[src/rtl/reorder_pkg.sv]
// Shared types for the frame reorder controller.
//   rd_state_t : read-side FSM state (IDLE waits for a full bank, STREAM drains it).
package reorder_pkg;

  typedef enum logic {
    IDLE   = 1'b0,
    STREAM = 1'b1
  } rd_state_t;

endpackage

[src/rtl/ram2p.sv]
// Simple two-port RAM: one synchronous write port, one synchronous read port.
// Ports:
//   clk   : clock
//   wen   : write enable
//   waddr : write address (AW bits)
//   wdata : write data (DW bits)
//   raddr : read address (AW bits), sampled on clk
//   rdata : registered read data (DW bits)
module ram2p #(
  parameter int unsigned DW = 18,
  parameter int unsigned AW = 7
) (
  input  logic          clk,
  input  logic          wen,
  input  logic [AW-1:0] waddr,
  input  logic [DW-1:0] wdata,
  input  logic [AW-1:0] raddr,
  output logic [DW-1:0] rdata
);

  localparam int unsigned WORDS = 2**AW;

  logic [DW-1:0] mem [WORDS];

  // Storage is intentionally not reset.
  always_ff @(posedge clk) begin
    if (wen) begin
      mem[waddr] <= wdata;
    end
    rdata <= mem[raddr];
  end

endmodule

[src/rtl/reorder_ctrl.sv]
// Frame reorder controller: accepts words of a DEPTH-entry frame in any index
// order into one of two RAM banks, then streams completed frames out in index
// order. One bank fills while the other drains.
// Ports:
//   clk, rst  : clock, synchronous active-high reset
//   in_vld/in_rdy/in_idx/in_data : write request (index within frame + payload)
//   out_vld/out_rdy/out_data/out_last : in-order output stream, out_last on index DEPTH-1
//   dup_err   : one-cycle pulse after an accepted write to an already-filled index
module reorder_ctrl
  import reorder_pkg::*;
#(
  parameter int unsigned DW = 18,
  parameter int unsigned IW = 6
) (
  input  logic          clk,
  input  logic          rst,
  input  logic          in_vld,
  output logic          in_rdy,
  input  logic [IW-1:0] in_idx,
  input  logic [DW-1:0] in_data,
  output logic          out_vld,
  input  logic          out_rdy,
  output logic [DW-1:0] out_data,
  output logic          out_last,
  output logic          dup_err
);

  localparam int unsigned DEPTH = 2**IW;
  localparam int unsigned AW    = IW + 1;
  localparam int unsigned CW    = IW + 1;

  logic             wb;
  logic             rb;
  logic [1:0]       full;
  logic [DEPTH-1:0] bitmap [2];
  logic [CW-1:0]    cnt;
  logic [IW-1:0]    rd_ptr;
  rd_state_t        state;

  logic             wr_acc_c;
  logic             wr_hit_c;
  logic             wr_new_c;
  logic             fill_done_c;
  logic             xfer_c;
  logic             drain_done_c;
  logic [AW-1:0]    waddr_c;
  logic [AW-1:0]    raddr_c;

  // Write-side handshake and classification of the accepted write.
  assign in_rdy       = !full[wb];
  assign wr_acc_c     = in_vld && in_rdy;
  assign wr_hit_c     = bitmap[wb][in_idx];
  assign wr_new_c     = wr_acc_c && !wr_hit_c;
  assign fill_done_c  = wr_new_c && (cnt == CW'(DEPTH - 1));
  assign waddr_c      = {wb, in_idx};

  // Read-side transfer and end-of-frame detection.
  assign xfer_c       = (state == STREAM) && out_vld && out_rdy;
  assign drain_done_c = xfer_c && (rd_ptr == IW'(DEPTH - 1));

  // Read address runs one index ahead on a transfer so the RAM's registered
  // output already holds the next word when the new index is presented.
  always_comb begin
    raddr_c = {rb, rd_ptr};
    if (state == IDLE) begin
      raddr_c = {rb, IW'(0)};
    end else if (xfer_c) begin
      raddr_c = {rb, IW'(rd_ptr + IW'(1))};
    end
  end

  // Fill tracking: bitmaps, fill counter, bank full flags, write bank pointer.
  // Fill and drain touch different banks, so both may complete in one cycle.
  always_ff @(posedge clk) begin
    if (rst) begin
      wb        <= 1'b0;
      cnt       <= '0;
      full      <= '0;
      bitmap[0] <= '0;
      bitmap[1] <= '0;
      dup_err   <= 1'b0;
    end else begin
      dup_err <= wr_acc_c && wr_hit_c;
      if (wr_new_c) begin
        bitmap[wb][in_idx] <= 1'b1;
        if (fill_done_c) begin
          full[wb] <= 1'b1;
          wb       <= ~wb;
          cnt      <= '0;
        end else begin
          cnt <= cnt + CW'(1);
        end
      end
      if (drain_done_c) begin
        full[rb]   <= 1'b0;
        bitmap[rb] <= '0;
      end
    end
  end

  // Read FSM: waits for the read bank to fill, then presents one index per transfer.
  always_ff @(posedge clk) begin
    if (rst) begin
      state    <= IDLE;
      rb       <= 1'b0;
      rd_ptr   <= '0;
      out_vld  <= 1'b0;
      out_last <= 1'b0;
    end else begin
      case (state)
        IDLE: begin
          if (full[rb]) begin
            out_vld  <= 1'b1;
            out_last <= 1'b0;
            rd_ptr   <= '0;
            state    <= STREAM;
          end
        end
        STREAM: begin
          if (xfer_c) begin
            if (drain_done_c) begin
              out_vld  <= 1'b0;
              out_last <= 1'b0;
              rd_ptr   <= '0;
              rb       <= ~rb;
              state    <= IDLE;
            end else begin
              rd_ptr   <= rd_ptr + IW'(1);
              out_last <= (rd_ptr == IW'(DEPTH - 2));
            end
          end
        end
        default: state <= IDLE;
      endcase
    end
  end

  ram2p #(
    .DW (DW),
    .AW (AW)
  ) u_ram (
    .clk   (clk),
    .wen   (wr_new_c),
    .waddr (waddr_c),
    .wdata (in_data),
    .raddr (raddr_c),
    .rdata (out_data)
  );

endmodule

[config.mk]
export PLATFORM = sky130hd
export DESIGN_NAME = reorder_ctrl
export DESIGN_NICKNAME = d
export VERILOG_FILES = /design/src/rtl/reorder_pkg.sv /design/src/rtl/ram2p.sv /design/src/rtl/reorder_ctrl.sv
export SDC_FILE = /design/constraint.sdc
export NUM_CORES = 2
export LEC_CHECK = 0
export ABC_AREA = 0
export BUFFER_PORTS_ARGS = -buffer_cell sky130_fd_sc_hd__buf_2
export CORE_UTILIZATION = 33
export CTS_CLUSTER_SIZE = 10
export DETAILED_ROUTE_END_ITERATION = 16
export PLACE_DENSITY = 0.59
export SETUP_SLACK_MARGIN = 0.4
export SLEW_MARGIN = 15
export SYNTH_ARGS = -nofsm -noshare
export SYNTH_HDL_FRONTEND = slang
export SYNTH_HIERARCHICAL = 1
export SYNTH_SLANG_ARGS = --single-unit
[constraint.sdc]
create_clock -name clk -period 6.5 [get_ports clk]
set_input_delay 0.325 -clock clk [delete_from_list [all_inputs] [get_ports clk]]
set_output_delay 0.325 -clock clk [all_outputs]
set_load 0.005 [all_outputs]
# [Yosys cells after proc, flatten, opt, wreduce, memory -nomap -nowiden]
# Memory sizes are Yosys's and may differ from the RTL's. A register that Yosys moved wholly into a read port is not among the register bits.
# Index checks and enable logic that the tools add are counted.
[word_totals] reg_bits=21 mem_bits_rw=2432 out_inout_bits=22 elab_cells=101 n_memories=2
[op_classes] addsub=2 order_cmp=6 eq_ne=6 n_mux=52 bitwise_logic=6 reduce_logical=18
[mem_list] name="u_ram.mem" words=128 word_bits=18 read_ports=1 rd_ports_with_merged_regs=1 write_ports=1 line_no="ram2p.sv:23" source="logic [DW-1:0] mem [WORDS];"
[mem_list] name="bitmap" words=2 word_bits=64 read_ports=1 rd_ports_with_merged_regs=1 write_ports=2 line_no="reorder_ctrl.sv:35" source="logic [DEPTH-1:0] bitmap [2];"
[op_table] cell="64-bit two-way mux" n=4
[op_table] cell="64-bit OR reduction" n=2
[op_table] cell="1-bit two-way mux" n=30
[op_table] cell="6-bit two-way mux" n=5
[op_table] cell="6-bit == test (second input constant)" n=2
[op_table] cell="6-bit case mux with 2 select lines" n=1
[op_table] cell="1-bit logical AND" n=10
[op_table] cell="2-bit two-way mux" n=4
[op_table] cell="7-bit by 1-bit adder with 7-bit output (second input constant)" n=1
[op_table] cell="7-bit by 6-bit == test with 1-bit output (second input constant)" n=1
[op_table] cell="6-bit by 7-bit < comparator with 1-bit output (second input constant)" n=1
[op_table] cell="7-bit two-way mux" n=1
[op_table] cell="6-bit by 1-bit adder with 6-bit output (second input constant)" n=1
[op_table] cell="1-bit binary-select mux with 6-bit select" n=1
[op_table] cell="1-bit demux with 6-bit select" n=1
[op_table] cell="6-bit by 1-bit greater-or-equal comparator with 1-bit output (second input constant)" n=1
[op_table] cell="2-bit by 1-bit inequality test with 1-bit output (second input constant)" n=3
[op_table] cell="1-bit case mux with 2 select lines" n=3
[op_table] cell="3-bit AND reduction" n=2
[op_table] cell="1-bit by 2-bit < comparator with 1-bit output (second input constant)" n=2
[op_table] cell="2-bit AND reduction" n=2
[op_table] cell="1-bit inverter" n=3
[op_table] cell="2-bit bitwise AND" n=1
[op_table] cell="1-bit demux with 1-bit select" n=2
[op_table] cell="4 further kinds" n=6

# [Longest topological paths before layout]
[depth] ltp_word=11 depth_mapped=17 depth_no_buf=9

# [Cells and area by module]
# Netlist, hierarchy kept.
[modules_own_cells] mod="ram2p" instances=1 cells_per_inst=3449 area_per_inst_um2=88247.1
[modules_own_cells] mod="reorder_ctrl" instances=1 cells_per_inst=637 area_per_inst_um2=6583.8

# [Worst setup path after synthesis]
# OpenSTA, ideal clock, no wires.
[synth_timing] path_type="register to register" start="reg with a tool-made name" end="mem u_ram.mem[98][0], enable pin" setup_time_ps=416 t_arrival_ps=4414 t_required_ps=6084 path_slack_ps=1671 path_stages_with_launch=15 path_buffers=6 period_less_slack_ps=4829 cell_sequence="dfxtp_1 -> buf_6 -> buf_4 -> buf_2 -> buf_2 -> mux2i_1 -> o221ai_1 -> a21oi_1 -> a211oi_1 -> or3_4 -> buf_2 -> nor2_1 -> clkbuf_1 -> nand4_1 -> nor3_1"
[synth_lines] item="to (decl)" line_no="ram2p.sv:23"

==> summary.txt <==
Status
  – Run status: finished clean

Global routing
  – First-pass GRT wire length: roughly 350000 µm
  – Tot GR Track Use: ~17%
  – Vias in the first global route: 45000
  – Grt total ovfl: 0
  – Initial antenna violation count: 25
  – Largest net degree at the start of global routing: between 70 and 80

Finish
  – Most common cell after layout, fill and taps aside: edfxtp_1
  – Final Util: 38.2%
  – Nets: ~4400
  – Share of cells above drive strength 1: around a third
  – Area growth syn-to-layout: 15.1%
  – Most frequent cells in the layout: 2304 x edfxtp_1, 768 x mux4_2, 298 x clkbuf_16
  – Design area: around 110000 µm²
  – Fill cells: ~25000

Clock network
  – CTS max path bufs: 4
  – Reg clk slew, reported paths: ~0.060 ns
  – Post-CTS setup buffers: 0
  – CTS tree: done
  – H-Tree Depth: 5
  – Number of buffers created by CTS: about 290
  – Worst skew pair latency: about 0.87 ns
  – CTS Root Buffer Type: clkbuf_16
  – CTS resizes: 0
  – Clock Sinks: around 2500

Synthesis
  – Async set or reset register ratio after synthesis: 0%
  – Cells after synthesis: roughly 4100
  – Post-synthesis cell type count: 55
  – Yosys reg bits: about 2500
  – Post-synth EDFFs: 2304
  – Syn Std Cell Area: around 95000 µm²
  – Synth warnings: 6
  – Synth Area per Inst: approximately 23 µm²
  – Top_reg_cell synth: edfxtp_1
  – Register area share after synthesis: between 70% and 80%
  – Syn nets: a little over 4000

Floorplan
  – Initial core utilization: 33.2%
  – Die H: around 540 µm
  – Core Rows: 196
  – DIE AREA: approximately 290000 µm²
  – Core ar.: around 290000 µm²
  – Die Width: about 540 µm
  – IO Pins: 50

Placement
  – GPL Wtd Cong: between 0.8 and 0.9
  – Placed inst area: between 100000 and 150000 µm²
  – DP HPWL: roughly 150000 µm
  – Setup slack after placement: 1.57 ns
  – I/O Buffers: 49

Drt
  – Met2 routed WL: 118000 µm
  – ANT nets after route: 0
  – WL met1: a little over 100000 µm
  – WL per Instance: ~30 µm
  – DR iter-0 viols: 5851
  – Max layer used: met5
  – Via count: roughly 45000
  – Remaining DRCs: 0
  – Post-Route WL: roughly 250000 µm
  – First-pass DRT Iterations: 5
  – Vias per cell: about 5.4
  – Met3 WL: 19700 µm

STA
  – Worst Skew: 0.0649 ns
  – Slew Viols, Final: 0
  – Hold Vio Cnt, Final: 0
  – Unrepaired setup endpoints after global routing: no
  – Worst Tran Pin Value: 1.12 ns
  – Final setup viols: 0
  – Post-route setup TNS: 0 ns
  – FMAX: a little under 200 MHz
  – Slew headroom: approximately a quarter
  – Period minus WS final: 5.04 ns
  – Final worst path period share: 77.6%
  – Worst setup slack after layout: ~1.5 ns

Worst setup path
  – R2R cell count: 12
  – R2R Setup Slk: 1.46 ns
  – Critical path capture point type: flip-flop
  – Worst Path Required: 7.01 ns
  – Top fanout value on the critical path: 18
  – CP Class: flip-flop to flip-flop
  – CP Launch Type: flip-flop
  – Worst flop-to-flop path endpoint: u_ram/mem[90][6]
  – Arrival @ worst endpoint: ~5.6 ns

Power
  – Pleak: about 32 nW
  – Power per Cell Area: just under 300 nW/µm²
  – Maximum VDD drop: roughly 0.20 mV

Worst hold path
  – Worst Hold Class: input pin to flip-flop
  – Worst hold path depth: 1
  – Hold EP: u_ram/mem[38][16]
  – Hold Startpoint: in_data[16]

Run
  – Max-cap violations: 0
[worst max-delay path by stage]
stage / from / to / slack (ns) / cells past startpoint
5_1_grt: flip-flop / u_ram/mem[90][6] / 1.33 / 12
4_1_cts: flip-flop / u_ram/mem[127][1] / 1.58 / 11
6_report: flip-flop / u_ram/mem[90][6] / 1.46 / 12
2_1_floorplan: flip-flop / u_ram/mem[98][0] / 1.67 / 14
3_5_place_dp: flip-flop / u_ram/mem[119][9] / 1.57 / 11
3_3_place_gp: flip-flop / u_ram/mem[90][10] / 1.58 / 12
[final cells by class]
| type | count | area [µm²] | area share (%) |
|---|---|---|---|
| antenna | 5 | 12.5 | 0.0115 |
| clock buffer | 366 | 7730 | 7.08 |
| clock inverter | 22 | 353 | 0.323 |
| inverter | 5 | 18.8 | 0.0172 |
| multi-input combinational | 1364 | 21700 | 19.8 |
| sequential | 2472 | 72600 | 66.5 |
| tap | 3762 | 4710 | 4.31 |
| timing repair buffer | 260 | 2130 | 1.95 |
[per-stage QoR]
| stage | power, mW | std cells | hold slack [ns] |
|---|---|---|---|
| final | 32.3 | 8256 | 0.0626 |
| after floorplan | 17.9 | 4086 | 0.424 |
| after CTS | 32.6 | 8251 | 0.0337 |
| after detailed placement | 18.3 | 7857 | 0.452 |
| after global placement | 18.3 | 7857 | 0.444 |
| after global routing | 33.2 | 8251 | 0.0492 |
[critical path, stage by stage (launching register included)]
cell	delay, ns
dfxtp_2	0.62
buf_4	0.36
mux4_2	0.56
nand2_1	0.09
a21boi_0	0.12
o31a_1	0.33
a211o_1	0.59
nor2_1	0.26
nor2b_1	0.32
nand2_1	0.49
buf_4	0.41
nor2_2	0.20
buf_4	0.34
[synth_stat cells (all sizes together) (25+ instances only)]
| library cell | n | share of area (%) |
|---|---|---|
| edfxtp | 2304 | 73 |
| mux4 | 768 | 18 |
| dfxtp | 168 | 3.5 |
| nor2 | 159 | 0.63 |
| clkbuf | 133 | 0.53 |
| buf | 112 | 0.57 |
| a22o | 68 | 0.63 |
| a32o | 55 | 0.58 |
| mux2i | 39 | 0.41 |
| nand2 | 38 | 0.15 |
| nor3 | 31 | 0.16 |
| mux2 | 25 | 0.30 |
[sequential cells by signal, summed over array words and instances (netlist names), named ones only]
register / count
u_ram/mem: 2304
bitmap: 128
u_ram/rdata: 18
cnt: 7
rd_ptr: 6
full: 2
dup_err: 1
out_last: 1
out_vld: 1
rb: 1
state: 1
wb: 1
[repair_timing]
item,in CTS,in global routing
endpoints found under the hold margin,60,0
hold buffers,6,0
setup endpoints to repair,0,0
[power breakdown]
group / switching, mW / internal, mW
registers: 0.00807 / 17.4
clock network: 6.04 / 8.34
logic: 0.457 / 0.0602
total: 6.51 / 25.8
[logic make-up (layout without fill, tap and decap cells)]
logic type	Yosys count	in the layout	synth area share, %
XOR/XNOR	3	3	0.0277
AND/OR/NAND/NOR	332	332	1.65
multiplexers	832	832	18.9
flip-flops	2472	2472	76.5
buffers and inverters	250	653	1.12
other	0	5	0
adder cells (fa/ha/maj)	3	3	0.0396
AO/OA/AOI/OAI	194	194	1.71
[layer usage]
metal	GRT usage, %	vias to the layer above
li1	-	18100
met1	23.5	24400
met2	27.1	1987
met3	3.30	333
met4	4.43	12
met5	0	-
No activity file was read; power rests on OpenSTA's default activity.
